## src/rtl/convclk_grayffrd_fwft.sv

```systemverilog
// Read-side controller of the dual-clock Gray-pointer FIFO with a first-word-fall-through output.
// Synchronizes the far-end write pointer, issues RAM reads and buffers returning words in a 2-entry skid buffer.
module convclk_grayffrd_fwft #(
    parameter int ADDRB = 4,
    parameter int DATAW = 8
) (
    input  logic             wrclk,
    input  logic             wrrst_,
    input  logic             fifoflush,
    input  logic [ADDRB:0]   wrpnt_gray,
    output logic [ADDRB:0]   rdpnt_gray,
    output logic             read,
    output logic [ADDRB-1:0] rdaddr,
    input  logic [DATAW-1:0] rddata,
    output logic             dout_vld,
    output logic [DATAW-1:0] dout,
    input  logic             dout_rdy,
    output logic             empty,
    output logic [ADDRB:0]   rdfifolen
);

    localparam int PW = ADDRB + 1;

    logic [PW-1:0]    wp1;
    logic [PW-1:0]    wp2;
    logic [PW-1:0]    wp_bin;
    logic [PW-1:0]    rdpnt_bin;

    logic             inflight;
    logic [1:0]       bufcnt;
    logic [1:0]       bufcnt_nxt;
    logic [DATAW-1:0] head;
    logic [DATAW-1:0] head_nxt;
    logic [DATAW-1:0] tail;
    logic [DATAW-1:0] tail_nxt;
    logic             pop;
    logic [2:0]       occ;

    // Two-flop synchronizer for the Gray write pointer from the producer domain.
    always_ff @(posedge wrclk or negedge wrrst_) begin
        if (!wrrst_) begin
            wp1 <= '0;
            wp2 <= '0;
        end else begin
            wp1 <= wrpnt_gray;
            wp2 <= wp1;
        end
    end

    always_comb begin
        wp_bin = '0;
        for (int i = 0; i < PW; i++) begin
            wp_bin[i] = ^(wp2 >> i);
        end
    end

    assign empty     = (rdpnt_bin == wp_bin);
    assign rdfifolen = wp_bin - rdpnt_bin;
    assign rdaddr    = rdpnt_bin[ADDRB-1:0];

    // Output handshake: a word transfers on every wrclk edge where dout_vld and dout_rdy are
    // both high; once dout_vld rises, dout holds its value until that transfer happens.
    assign dout_vld = (bufcnt != 2'd0);
    assign dout     = head;
    assign pop      = dout_vld & dout_rdy;

    // Words already owned by the output stage after this edge's pop; a read is issued only
    // if its data will still find a free slot when it returns.
    assign occ  = {1'b0, bufcnt} + {2'b00, inflight} - {2'b00, pop};
    assign read = ~empty & ~fifoflush & (occ < 3'd2);

    always_comb begin
        bufcnt_nxt = bufcnt;
        head_nxt   = head;
        tail_nxt   = tail;
        case ({inflight, pop})
            2'b01: begin
                head_nxt   = tail;
                bufcnt_nxt = bufcnt - 2'd1;
            end
            2'b10: begin
                if (bufcnt == 2'd0) begin
                    head_nxt = rddata;
                end else begin
                    tail_nxt = rddata;
                end
                bufcnt_nxt = bufcnt + 2'd1;
            end
            2'b11: begin
                // Capture and pop together: count unchanged, the tail advances before the new word lands.
                if (bufcnt == 2'd1) begin
                    head_nxt = rddata;
                end else begin
                    head_nxt = tail;
                    tail_nxt = rddata;
                end
            end
            default: ;
        endcase
    end

    always_ff @(posedge wrclk or negedge wrrst_) begin
        if (!wrrst_) begin
            rdpnt_bin  <= '0;
            rdpnt_gray <= '0;
            inflight   <= 1'b0;
            bufcnt     <= 2'd0;
            head       <= '0;
            tail       <= '0;
        end else begin
            // The Gray copy follows the binary pointer one cycle late, flush included.
            rdpnt_gray <= rdpnt_bin ^ (rdpnt_bin >> 1);
            if (fifoflush) begin
                rdpnt_bin <= '0;
                inflight  <= 1'b0;
                bufcnt    <= 2'd0;
                head      <= '0;
                tail      <= '0;
            end else begin
                if (read) begin
                    rdpnt_bin <= rdpnt_bin + 1'b1;
                end
                inflight <= read;
                bufcnt   <= bufcnt_nxt;
                head     <= head_nxt;
                tail     <= tail_nxt;
            end
        end
    end

endmodule

```

## config.mk

```make
export PLATFORM = sky130hd
export DESIGN_NAME = convclk_grayffrd_fwft
export DESIGN_NICKNAME = d
export VERILOG_FILES = /design/src/rtl/convclk_grayffrd_fwft.sv
export SDC_FILE = /design/constraint.sdc
export NUM_CORES = 1
export LEC_CHECK = 0
export ABC_CLOCK_PERIOD_IN_PS = 4730
export CAP_MARGIN = 20
export CORE_UTILIZATION = 53
export CTS_CLUSTER_DIAMETER = 150
export CTS_CLUSTER_SIZE = 25
export DETAILED_ROUTE_END_ITERATION = 8
export PLACE_DENSITY_LB_ADDON = 0.12
export SLEW_MARGIN = 20
export SYNTH_ARGS = -nofsm -noshare
export SYNTH_HDL_FRONTEND = slang
export SYNTH_SLANG_ARGS = --single-unit
```

## constraint.sdc

```tcl
create_clock -name wrclk -period 4.73 [get_ports wrclk]
set_clock_uncertainty 0.05 [all_clocks]
set_input_delay 0.946 -clock wrclk [delete_from_list [all_inputs] [get_ports wrclk]]
set_output_delay 0.946 -clock wrclk [all_outputs]
set_load 0.01 [all_outputs]
```

==> summary.txt <==
status -> complete, no violations
# DRC -> 0
final setup fails -> 0
r2r worst-path depth -> 12
clock share of power -> 0.134
Num Clock Sinks -> 39
dpl hpwl -> 2.385 mm
Netlist Area Pre-Place -> 1810 um2
final std cells w/o fill -> 228
final wirelength -> 3.240 mm
H-tree levels -> 2
cell-internal power -> 0.7078 mW
CP Data Required Time -> 3.73 ns
global-route wire length before repair -> 5.623 mm
Fin. Hold Viols -> 0
Worst Path Arrival -> 3.44 ns
crit-path most repeated cell -> clkdlybuf4s50_1
Die ar. -> 3654 um2
Maximum Capacitance Violations -> 0
FF+latch count, synth -> 39
sequential share of the synthesized area -> 0.5390
Syn Area/Cell -> 12.49 um2
Synth top area share -> 0.5390
leakage -> 1.042 nW
diodes inserted -> 0
Critical Path End Type -> output port
r2r endpoint -> rdpnt_bin[3]
relative slew slack -> 0.4376
Layout Nets -> 213
cts bufs inserted -> 5
grt ovf -> 0
root buf cell -> clkbuf_4
GP Congestion -> 0.7051
Overall Power -> 1.083 mW
met3 Track Usage GR -> 0.04904
sw frac -> 0.3463
Async S/R FF share, synth -> 1.000
Synth Flop Type -> dfrtp_1
1st-pass router iterations -> 6
reg2reg start -> bufcnt[1]
area grow syn2layout -> 25.64%
Worst-Margin Slew -> 0.8436 ns
hold path endpoint -> wp2[3]
num ports -> 42
Seq pwr share -> 0.396
fmax -> 225.4 MHz
M2 GR Usage -> 0.3532
Setup CP Type -> input port to output port
top-count cell post-synth -> dfrtp_1
Area contributors post-synth -> dfrtp_1 (54%), a22o_1 (7.7%), ha_1 (6.2%)
Final Slew Violations -> 0
Fin Setup TNS -> 0 ns
fin crit share -> 0.9380
DRT antenna net count -> 0
maximum fanout along the worst path -> 7
vias post-DR -> 1211
Placed Cells -> 222
busiest metal layer after global routing -> met2
PwrDens -> 476.0 nW/um2
share of cells above drive strength 1 -> 0.1141
Crit-path slowest cell -> clkdlybuf4s50_1
Initial Utilization -> 0.5742
Switch Pwr -> 0.3750 mW
Max Buffers Root-to-Sink -> 2
die span in y -> 60.45 um
Gate power share -> 0.470
most area-hungry cell type in the Yosys netlist -> dfrtp_1
CTS resizes -> 0
VDD IR-drop max -> 0.2538 mV
IO buf count -> 41
Final min period -> 4.437 ns
later-pin clock latency in the skew report -> 0.32 ns
CTS tree -> built
pin count of the biggest net entering global routing -> 40
Startpoint Class -> input port
gate count of the mapped netlist -> 145
worst hold path class -> flop to flop
Core Region -> 3153 um2
global routing usage on met1 -> 0.2729
syn nets -> 173
Hold-fix buffers, CTS -> 0
WHS Path Cells -> 0
initial antenna violation count -> 0
Syn. warnings -> 0
Synth top cells by count -> dfrtp_1 (39), a22o_1 (16), nor2_1 (10)
CP cell instances -> clkdlybuf4s50_1 > nand2b_1 > xnor2_1 > and2_1 > inv_1 > fa_1 > xnor2_2 > o211ai_2 > nor2_1 > clkdlybuf4s50_1
vias per cell -> 5.311
FF-to-FF setup slack -> 1.70 ns
Reg clk slew, reported paths -> 0.09 ns
hold_sp -> wp1[3]
Yosys cell types -> 32
# rows -> 20
setup repair bufs after CTS -> 0
vias in the first global route -> 1281
Largest stage delay, worst path -> 0.54 ns
routed length per instance -> 14.21 um
Post-synth EDFFs -> 0
GRT Total Usage -> 0.2129
width of the die -> 60.45 um
RSZ-0062 raised after global routing -> false
Iter 0 DRT Violations -> 64
## metrics by stage
step             util  worst slack, ns  hold WS (ns)  instance area [um2]
3_3_place_gp   0.7060           0.3609        0.2820                 2226
6_report       0.7214           0.2930        0.3049                 2275
2_1_floorplan       -            1.254        0.2812                 1810
3_5_place_dp   0.7060           0.2172        0.2847                 2226
4_1_cts        0.7190           0.2100        0.3067                 2267
5_1_grt        0.7214          0.03866        0.3223                 2275
## flip-flops by register name (all words and copies together), names as in the netlist
name / cells
bufcnt: 2
dout: 8
inflight: 1
rdpnt_bin: 5
rdpnt_gray: 5
tail: 8
wp1: 5
wp2: 5
## how the worst max path moves through the flow
stage	end	start	slack, ns
global route	read	dout_rdy	0.04
floorplan	read	dout_rdy	1.25
CTS	read	dout_rdy	0.21
global placement	read	dout_rdy	0.36
detailed placement	read	dout_rdy	0.22
finish	read	dout_rdy	0.29
## kinds of logic (layout without fill, tap and decap cells)
| logic type | Yosys count | in the layout | synth area share |
|---|---|---|---|
| compound gates | 32 | 32 | 0.1361 |
| xor+xnor | 13 | 13 | 0.07533 |
| fa+ha+maj | 11 | 11 | 0.08431 |
| buf+inv | 18 | 57 | 0.04768 |
| flops | 39 | 39 | 0.5390 |
| mux | 9 | 9 | 0.05529 |
| simple gates | 23 | 23 | 0.06220 |
## cell usage in the layout (no fill, tap or decap)
cell,netlist,routed
nand4_1,1,1
buf_2,3,1
nand2b_1,1,1
o211ai_2,1,1
clkbuf_4,0,5
o211ai_1,1,1
o21ai_2,1,1
clkbuf_1,2,1
nand3_1,1,1
clkdlybuf4s50_1,0,40
nand2_1,3,3
inv_1,9,9
ha_1,9,9
dfrtp_1,39,39
nor3_1,1,1
and4b_1,1,1
buf_4,4,1
a31oi_1,1,1
mux2_2,8,8
xor2_2,3,3
a211oi_1,1,1
a21o_1,2,2
a311oi_1,1,1
or3_1,2,2
xnor2_1,4,3
and3_1,1,1
xor2_1,6,6
nor2_1,10,10
o21ai_0,3,3
and2_1,2,2
fa_1,2,2
mux2i_1,1,1
a22o_1,16,16
xnor2_2,0,1
a21oi_1,5,5
## power by group through the flow
stage | registers (mW) | logic (mW) | clock network, mW
floorplan | 0.431 | 0.307 | 0
global placement | 0.432 | 0.485 | 0
detailed placement | 0.434 | 0.503 | 0
CTS | 0.428 | 0.507 | 0.152
global route | 0.438 | 0.565 | 0.166
finish | 0.429 | 0.509 | 0.145
## metal layers
layer,vias to the layer above,routed length [um]
met5,-,0
met3,2,133
li1,580,-
met2,33,1624
met4,0,19
met1,596,1463
## layout make-up
class,instances,area [um2]
fillers,246,878.3
repair buffers,42,412.9
multi-input cells,88,755.7
clock buffers,6,41.29
flip-flops and latches,39,975.9
well taps,44,55.05
inverters,9,33.78
## worst max-delay path, delay by kind of cell
kind / cells / cell delay (ns)
adder cells (fa/ha/maj): 1 / 0.41
AO/OA/AOI/OAI: 1 / 0.13
AND/OR/NAND/NOR: 3 / 0.45
buffers and inverters: 3 / 1.07
XOR/XNOR: 2 / 0.43
Note: power is estimated with default switching activity, not from simulation.
